### src/rtl/alu_seq_if.sv
// Operand/result bundle between the multi-cycle control unit (master) and alu_seq (slave).
interface alu_seq_if #(
    parameter int WIDTH   = 32,
    parameter int SHAMT_W = 5
);
    logic               start;
    logic [5:0]         opcode;
    logic [5:0]         func;
    logic [WIDTH-1:0]   rs_val;
    logic [WIDTH-1:0]   rt_val;
    logic [SHAMT_W-1:0] shamt;
    logic [15:0]        raw_val;
    logic               busy;
    logic               done;
    logic [WIDTH-1:0]   result;
    logic               sig_b;
    logic [WIDTH-1:0]   hi;
    logic [WIDTH-1:0]   lo;

    modport master (
        output start, opcode, func, rs_val, rt_val, shamt, raw_val,
        input  busy, done, result, sig_b, hi, lo
    );

    modport slave (
        input  start, opcode, func, rs_val, rt_val, shamt, raw_val,
        output busy, done, result, sig_b, hi, lo
    );
endinterface

### src/rtl/alu_seq.sv
// Registered MIPS ALU: single-cycle ops finish in one cycle; MULT/DIV family iterates
// one bit per cycle on operand magnitudes and applies the sign fix-up on the last step.
module alu_seq #(
    parameter int WIDTH   = 32,
    parameter int SHAMT_W = 5
) (
    input  logic     clk,
    input  logic     rst,
    alu_seq_if.slave bus
);
    typedef enum logic [1:0] {IDLE, ITER, FIN} state_t;

    localparam logic [5:0] OP_RTYPE = 6'b000000;
    localparam logic [5:0] OP_BEQ   = 6'b000100;
    localparam logic [5:0] OP_BNE   = 6'b000101;
    localparam logic [5:0] OP_ADDI  = 6'b001000;
    localparam logic [5:0] OP_SLTI  = 6'b001010;
    localparam logic [5:0] OP_ANDI  = 6'b001100;
    localparam logic [5:0] OP_ORI   = 6'b001101;
    localparam logic [5:0] OP_LUI   = 6'b001111;

    localparam logic [5:0] F_SLL  = 6'b000000;
    localparam logic [5:0] F_SRL  = 6'b000010;
    localparam logic [5:0] F_SRA  = 6'b000011;
    localparam logic [5:0] F_MFHI = 6'b010000;
    localparam logic [5:0] F_MFLO = 6'b010010;
    localparam logic [5:0] F_ADD  = 6'b100000;
    localparam logic [5:0] F_ADDU = 6'b100001;
    localparam logic [5:0] F_SUB  = 6'b100010;
    localparam logic [5:0] F_SUBU = 6'b100011;
    localparam logic [5:0] F_AND  = 6'b100100;
    localparam logic [5:0] F_OR   = 6'b100101;
    localparam logic [5:0] F_XOR  = 6'b100110;
    localparam logic [5:0] F_NOR  = 6'b100111;
    localparam logic [5:0] F_SLT  = 6'b101010;
    localparam logic [5:0] F_SLTU = 6'b101011;

    localparam logic [SHAMT_W-1:0] LAST_STEP = SHAMT_W'(WIDTH - 1);

    state_t             state;
    logic               busy_q, done_q, sig_b_q;
    logic [WIDTH-1:0]   result_q, hi_q, lo_q;
    logic [SHAMT_W-1:0] count;

    logic [WIDTH-1:0]   acc, quo, operand_b, rs_hold;
    logic               is_div, neg_q, neg_r, div_zero;

    logic               accept, iter_op, iter_div, iter_signed;
    logic               rs_neg, rt_neg;
    logic [WIDTH-1:0]   rs_mag, rt_mag;
    logic [WIDTH-1:0]   imm_sext, imm_zext, imm_upper;
    logic [WIDTH-1:0]   sc_result;
    logic               sc_sig_b;

    logic [WIDTH:0]     mul_sum, div_shift, div_diff;
    logic [WIDTH-1:0]   acc_nx, quo_nx, fin_hi, fin_lo;
    logic [2*WIDTH-1:0] product, product_fix;

    // MULT 011000, MULTU 011001, DIV 011010, DIVU 011011: func[1] selects divide, func[0] unsigned.
    assign iter_op     = (bus.opcode == OP_RTYPE) && (bus.func[5:2] == 4'b0110);
    assign iter_div    = bus.func[1];
    assign iter_signed = ~bus.func[0];
    assign accept      = bus.start && (state != ITER);

    assign rs_neg = iter_signed & bus.rs_val[WIDTH-1];
    assign rt_neg = iter_signed & bus.rt_val[WIDTH-1];
    assign rs_mag = rs_neg ? -bus.rs_val : bus.rs_val;
    assign rt_mag = rt_neg ? -bus.rt_val : bus.rt_val;

    assign imm_sext  = WIDTH'($signed(bus.raw_val));
    assign imm_zext  = WIDTH'(bus.raw_val);
    assign imm_upper = WIDTH'({bus.raw_val, {WIDTH{1'b0}}} >> 16);

    always_comb begin
        // NOTE: every output of this block is defaulted first, so no decode path can infer a latch.
        sc_result = '0;
        sc_sig_b  = 1'b0;
        case (bus.opcode)
            OP_RTYPE: begin
                case (bus.func)
                    F_ADD, F_ADDU: sc_result = bus.rs_val + bus.rt_val;
                    F_SUB, F_SUBU: sc_result = bus.rs_val - bus.rt_val;
                    F_AND:  sc_result = bus.rs_val & bus.rt_val;
                    F_OR:   sc_result = bus.rs_val | bus.rt_val;
                    F_XOR:  sc_result = bus.rs_val ^ bus.rt_val;
                    F_NOR:  sc_result = ~(bus.rs_val | bus.rt_val);
                    F_SLT:  sc_result = {{(WIDTH-1){1'b0}}, $signed(bus.rs_val) < $signed(bus.rt_val)};
                    F_SLTU: sc_result = {{(WIDTH-1){1'b0}}, bus.rs_val < bus.rt_val};
                    F_SLL:  sc_result = bus.rt_val << bus.shamt;
                    F_SRL:  sc_result = bus.rt_val >> bus.shamt;
                    F_SRA:  sc_result = $signed(bus.rt_val) >>> bus.shamt;
                    F_MFHI: sc_result = hi_q;
                    F_MFLO: sc_result = lo_q;
                    default: ;
                endcase
            end
            OP_ADDI: sc_result = bus.rs_val + imm_sext;
            OP_SLTI: sc_result = {{(WIDTH-1){1'b0}}, $signed(bus.rs_val) < $signed(imm_sext)};
            OP_ANDI: sc_result = bus.rs_val & imm_zext;
            OP_ORI:  sc_result = bus.rs_val | imm_zext;
            OP_LUI:  sc_result = imm_upper;
            OP_BEQ: begin
                sc_result = bus.rs_val - bus.rt_val;
                sc_sig_b  = (bus.rs_val == bus.rt_val);
            end
            OP_BNE: begin
                sc_result = bus.rs_val - bus.rt_val;
                sc_sig_b  = (bus.rs_val != bus.rt_val);
            end
            default: ;
        endcase
    end

    // {acc, quo} is one shift register: shift-add right for multiply, restoring shift-subtract left for divide.
    always_comb begin
        mul_sum   = {1'b0, acc} + (quo[0] ? {1'b0, operand_b} : '0);
        div_shift = {acc, quo[WIDTH-1]};
        div_diff  = div_shift - {1'b0, operand_b};
        if (is_div) begin
            acc_nx = div_diff[WIDTH] ? div_shift[WIDTH-1:0] : div_diff[WIDTH-1:0];
            quo_nx = {quo[WIDTH-2:0], ~div_diff[WIDTH]};
        end else begin
            acc_nx = mul_sum[WIDTH:1];
            quo_nx = {mul_sum[0], quo[WIDTH-1:1]};
        end
        product     = {acc_nx, quo_nx};
        product_fix = neg_q ? -product : product;
        if (is_div) begin
            fin_lo = div_zero ? '1 : (neg_q ? -quo_nx : quo_nx);
            fin_hi = div_zero ? rs_hold : (neg_r ? -acc_nx : acc_nx);
        end else begin
            fin_lo = product_fix[WIDTH-1:0];
            fin_hi = product_fix[2*WIDTH-1:WIDTH];
        end
    end

    // NOTE: the working registers carry no reset; they are always loaded on accept before ITER reads them.
    always_ff @(posedge clk) begin
        if (accept && iter_op) begin
            acc       <= '0;
            quo       <= rs_mag;
            operand_b <= rt_mag;
            rs_hold   <= bus.rs_val;
            is_div    <= iter_div;
            neg_q     <= rs_neg ^ rt_neg;
            neg_r     <= rs_neg;
            div_zero  <= (bus.rt_val == '0);
        end else if (state == ITER) begin
            acc <= acc_nx;
            quo <= quo_nx;
        end
    end

    // NOTE: non-blocking assignments so every register here samples pre-edge values regardless of statement order.
    always_ff @(posedge clk) begin
        if (rst) begin
            state    <= IDLE;
            busy_q   <= 1'b0;
            done_q   <= 1'b0;
            result_q <= '0;
            sig_b_q  <= 1'b0;
            hi_q     <= '0;
            lo_q     <= '0;
            count    <= '0;
        end else begin
            done_q <= 1'b0;
            case (state)
                IDLE, FIN: begin
                    state <= IDLE;
                    if (bus.start) begin
                        if (iter_op) begin
                            state  <= ITER;
                            busy_q <= 1'b1;
                            count  <= '0;
                        end else begin
                            done_q   <= 1'b1;
                            result_q <= sc_result;
                            sig_b_q  <= sc_sig_b;
                        end
                    end
                end
                ITER: begin
                    count <= count + 1'b1;
                    if (count == LAST_STEP) begin
                        state    <= FIN;
                        busy_q   <= 1'b0;
                        done_q   <= 1'b1;
                        hi_q     <= fin_hi;
                        lo_q     <= fin_lo;
                        result_q <= fin_lo;
                        sig_b_q  <= 1'b0;
                    end
                end
                default: state <= IDLE;
            endcase
        end
    end

    assign bus.busy   = busy_q;
    assign bus.done   = done_q;
    assign bus.result = result_q;
    assign bus.sig_b  = sig_b_q;
    assign bus.hi     = hi_q;
    assign bus.lo     = lo_q;
endmodule
### src/flat_wrapper.sv
// flat-port wrapper written by rule: the top's interface ports become plain ports
module alu_seq_flat 
#(
    parameter int WIDTH   = 32,
    parameter int SHAMT_W = 5
)
  (clk, rst, bus_start, bus_opcode, bus_func, bus_rs_val, bus_rt_val, bus_shamt, bus_raw_val, bus_busy, bus_done, bus_result, bus_sig_b, bus_hi, bus_lo);
  alu_seq_if #(.WIDTH(WIDTH), .SHAMT_W(SHAMT_W)) bus_i ();
  input  logic clk;
  input  logic rst;
  input wire logic [$bits(bus_i.start)-1:0] bus_start;
  input wire logic [$bits(bus_i.opcode)-1:0] bus_opcode;
  input wire logic [$bits(bus_i.func)-1:0] bus_func;
  input wire logic [$bits(bus_i.rs_val)-1:0] bus_rs_val;
  input wire logic [$bits(bus_i.rt_val)-1:0] bus_rt_val;
  input wire logic [$bits(bus_i.shamt)-1:0] bus_shamt;
  input wire logic [$bits(bus_i.raw_val)-1:0] bus_raw_val;
  output wire logic [$bits(bus_i.busy)-1:0] bus_busy;
  output wire logic [$bits(bus_i.done)-1:0] bus_done;
  output wire logic [$bits(bus_i.result)-1:0] bus_result;
  output wire logic [$bits(bus_i.sig_b)-1:0] bus_sig_b;
  output wire logic [$bits(bus_i.hi)-1:0] bus_hi;
  output wire logic [$bits(bus_i.lo)-1:0] bus_lo;
  assign bus_i.start = bus_start;
  assign bus_i.opcode = bus_opcode;
  assign bus_i.func = bus_func;
  assign bus_i.rs_val = bus_rs_val;
  assign bus_i.rt_val = bus_rt_val;
  assign bus_i.shamt = bus_shamt;
  assign bus_i.raw_val = bus_raw_val;
  assign bus_busy = bus_i.busy;
  assign bus_done = bus_i.done;
  assign bus_result = bus_i.result;
  assign bus_sig_b = bus_i.sig_b;
  assign bus_hi = bus_i.hi;
  assign bus_lo = bus_i.lo;
  alu_seq #(.WIDTH(WIDTH), .SHAMT_W(SHAMT_W)) u_core (.clk(clk), .rst(rst), .bus(bus_i));
endmodule
### config.mk
export PLATFORM = sky130hd
export DESIGN_NAME = alu_seq_flat
export DESIGN_NICKNAME = d
export VERILOG_FILES = /design/src/rtl/alu_seq_if.sv /design/src/rtl/alu_seq.sv /design/src/flat_wrapper.sv
export SDC_FILE = /design/constraint.sdc
export NUM_CORES = 2
export LEC_CHECK = 0
export BUFFER_PORTS_ARGS = -buffer_cell sky130_fd_sc_hd__buf_2
export CORE_MARGIN = 4
export CORE_UTILIZATION = 41
export DETAILED_ROUTE_END_ITERATION = 12
export HOLD_SLACK_MARGIN = 0.06
export PLACE_DENSITY = 0.6
export SYNTH_ARGS = -nofsm -noshare
export SYNTH_HDL_FRONTEND = slang
export SYNTH_SLANG_ARGS = --single-unit
### constraint.sdc
create_clock -name clk -period 5.2 [get_ports clk]
set_input_delay 1.04 -clock clk [delete_from_list [all_inputs] [get_ports clk]]
set_output_delay 1.04 -clock clk [all_outputs]
set_load 0.005 [all_outputs]
==> results.cfg <==
[status]
status = finished clean

[worst_setup_path]
cp_common_cell = buf_4
cp_data_required_time_ns = 5.70
cp-start-kind = register
crit_arrival_ns = 5.63
startpoint = u_core.quo[0]$_DFFE_PP_
r2r_cells = 19
slowest_stage = edfxtp_1
critical_path_depth = 19
cp_max_fo = 6
worst_setup_path_end_kind = register
cp_top_family = compound AO/OA/AOI/OAI gates
critPathMaxStageDelay_ns = 0.50
r2r-start = u_core.quo[0]$_DFFE_PP_
crit_chain = and2_1 > ha_1 > fa_1 > a211oi_1 > buf_4 > o211ai_1 > a311oi_2 > buf_4 > o31ai_2 > xnor2_1 > o32ai_1 > a31o_2 > a2111oi_4 > buf_4 > nand3_2 > nor3_2 > mux2i_1 > a221oi_1 > a32o_1
crit_type = reg2reg
cp_num_buf_inv = 3

[routing]
wl_per_cell_um = 29.9
drc = 0
vias = 35000
drt_first_pass_iters = 9
first_iter_violations = 5190
finalWirelength_um = 159000
final_antenna_net_count = 0
viasPerCell = 6.58

[placed_design]
dp_slack_ns = 0.0812
io_buffers = 198
placedCellCount = 5265
place_hpwl_um = 127000
gp_congestion = 1.09

[final_layout]
fin_nets = 4699
areaGrowthSynthToFinish_pct = 16.4
n_fill_cell = 7339
instances_no_fill = 5326
layout_commonest_cell = nor2_1
final_cell_mix = 461 x nor2_1, 336 x a21oi_1, 335 x buf_4
drive_above_1_share_pct = 16.3

[logic_synthesis]
synth_edf_count = 100
yosys_warnings = 0
syn_inst = 4048
post_synth.cell_area_avg_um2 = 7.50
syn_area_mm2 = 0.0304
syn-num-nets = 4407
async_flop_share_pct = 0
yosysUniqueCellTypes = 108
synth_flop_cell = dfxtp_1
synth-seq-area-share_pct = 19.0
synth_seq_cells = 238

[clocking]
numClockSinks = 238
cts_tree = yes
root_buffer = clkbuf_16
clockBufferDepth = 3
cts_max_level = 1
clk_latency_ns = 0.61
cts_hold_buf = 0
clk_pin_slew_ns = 0.07
numCtsBuffers = 28

[min_path]
worstHoldPathType = reg2reg
worstHoldStart = u_core.bus.busy$_SDFFE_PP0P_
hold_depth = 2

[floorplanning]
rows = 99
dieArea_mm2 = 0.0785
die_h_um = 280
die_x_um = 280
initial_core_util_pct = 41.5
coreArea_mm2 = 0.0732
pin_count = 199

[sta]
setup_viol_count_final = 0
finalCritPeriodShare_pct = 98.8
slew_viol_final = 0
period_needed_ns = 5.14
layout_setup_ws_ns = 0.0635
slew_headroom_pct = 12.2
worst_hold_slack_ns = 0.451
max_freq_ghz = 0.195
fin_tns_setup_ns = 0
fin_worst_skew_ns = 0.0340
hold_viol_final = 0
worstMarginPinSlew_ns = 1.31

[global_routing]
grt_pass1_wl_um = 225000
antenna_found_initial = 16
gr-total-overflow = 0
grt_use_met3_pct = 8.87
grt_max_degree = 91
grt_pass1_vias = 32100
grt-busiest-layer = met2
grt.met1_usage_pct = 51.6
grt_use_met2_pct = 58.1
track_usage_pct = 38.6

[power]
p_total_mw = 6.57
switching_share_pct = 37.2
p_clk_share_pct = 34.6
irDropWorstVdd_v = 0.000233
p_sw_mw = 2.44
comb_power_share_pct = 35.1
p_int_mw = 4.12
leakage_nw = 14.7
p_per_area_mw_per_mm2 = 186
pwr-share-seq_pct = 30.3

[flow_run]
drv_cap = 0
cell type report:
type / count / area, um2 / area share [%]
inverters: 210 / 788 / 2.23
clock inverters: 14 / 208 / 0.588
diodes: 5 / 12.5 / 0.0354
clock buffers: 38 / 833 / 2.36
flip-flops and latches: 238 / 5770 / 16.3
multi-input cells: 3323 / 22900 / 64.7
repair buffers: 539 / 3650 / 10.3
well taps: 959 / 1200 / 3.40
flip-flops by register name, indices dropped and copies added (netlist names):
register,count
u_core.neg_r,1
u_core.bus.hi,32
u_core.bus.lo,32
u_core.rs_hold,32
u_core.bus.result,32
u_core.bus.sig_b,1
u_core.div_zero,1
u_core.count,5
u_core.bus.done,1
u_core.is_div,1
u_core.quo,32
u_core.acc,32
u_core.neg_q,1
u_core.operand_b,32
u_core.bus.busy,1
u_core.state,2
cell families after synthesis:
logic type	count (synthesis)	synth area share [%]
adders and majority gates	259	10.8
and+or+nand+nor	1268	19.6
AOI/OAI and AO/OA	1352	29.9
DFF	238	19.0
xor gates and xnor gates	271	7.82
muxes	173	6.73
buffers and inverters	487	6.19
what timing repair did:
item / CTS / global route
endpoints found under the setup margin: 0 / 21
buffers inserted: 0 / 4
gates resized for setup: 0 / 27
synth_stat cells (all sizes together), types with 81 or more instances:
library cell  count  area (um2)
nor2            467        1760
a21oi           338        1710
o21ai           316        1590
nand2           304        1150
ha              254        3180
clkbuf          220         830
xnor2           215        1880
inv             206         773
mux2i           141        1410
dfxtp           138        2760
nor3            114         592
edfxtp          100        3000
a211oi           81         613
power groups by stage:
stage	clock network, mW	registers [mW]	logic [mW]
3_5_place_dp	0	2.03	2.20
4_1_cts	2.28	1.99	2.21
2_1_floorplan	0	2.02	1.32
5_1_grt	2.35	1.99	2.42
6_report	2.28	1.99	2.30
3_3_place_gp	0	2.03	2.21
final timing paths:
path | to | slack [ns]
max | u_core.bus.hi[30]$_SDFFE_PP0P_ | 0.06
min | u_core.bus.busy$_SDFFE_PP0P_ | 0.45
min reg2reg | u_core.bus.busy$_SDFFE_PP0P_ | 0.45
max reg2reg | u_core.bus.hi[30]$_SDFFE_PP0P_ | 0.06
routing by layer:
layer  share of wire [%]  vias to the layer above  wire length, um
li1                    -                    15500                -
met1                  39                    16700            62900
met2                  42                     2385            66500
met3                  12                      414            19500
met4                 6.6                        2            10500
met5              0.0069                        -               11
worst register-to-register path, cell delays in order, from the launching register on:
cell and delay (ns):
edfxtp_1 0.50, and2_1 0.20, ha_1 0.24, fa_1 0.46, a211oi_1 0.29, buf_4 0.17, o211ai_1 0.16, a311oi_2 0.33
buf_4 0.16, o31ai_2 0.08, xnor2_1 0.34, o32ai_1 0.19, a31o_2 0.29, a2111oi_4 0.41, buf_4 0.22, nand3_2 0.16
nor3_2 0.26, mux2i_1 0.22, a221oi_1 0.09, a32o_1 0.27
metrics by stage:
step | area, um2 | utilization (%)
finish | 35300 | 48.3
global route | 35300 | 48.3
CTS | 35200 | 48.1
detailed placement | 34100 | 46.6
global placement | 34100 | 46.6
floorplan | 30400 | -
(Power assumes the default switching activity.)
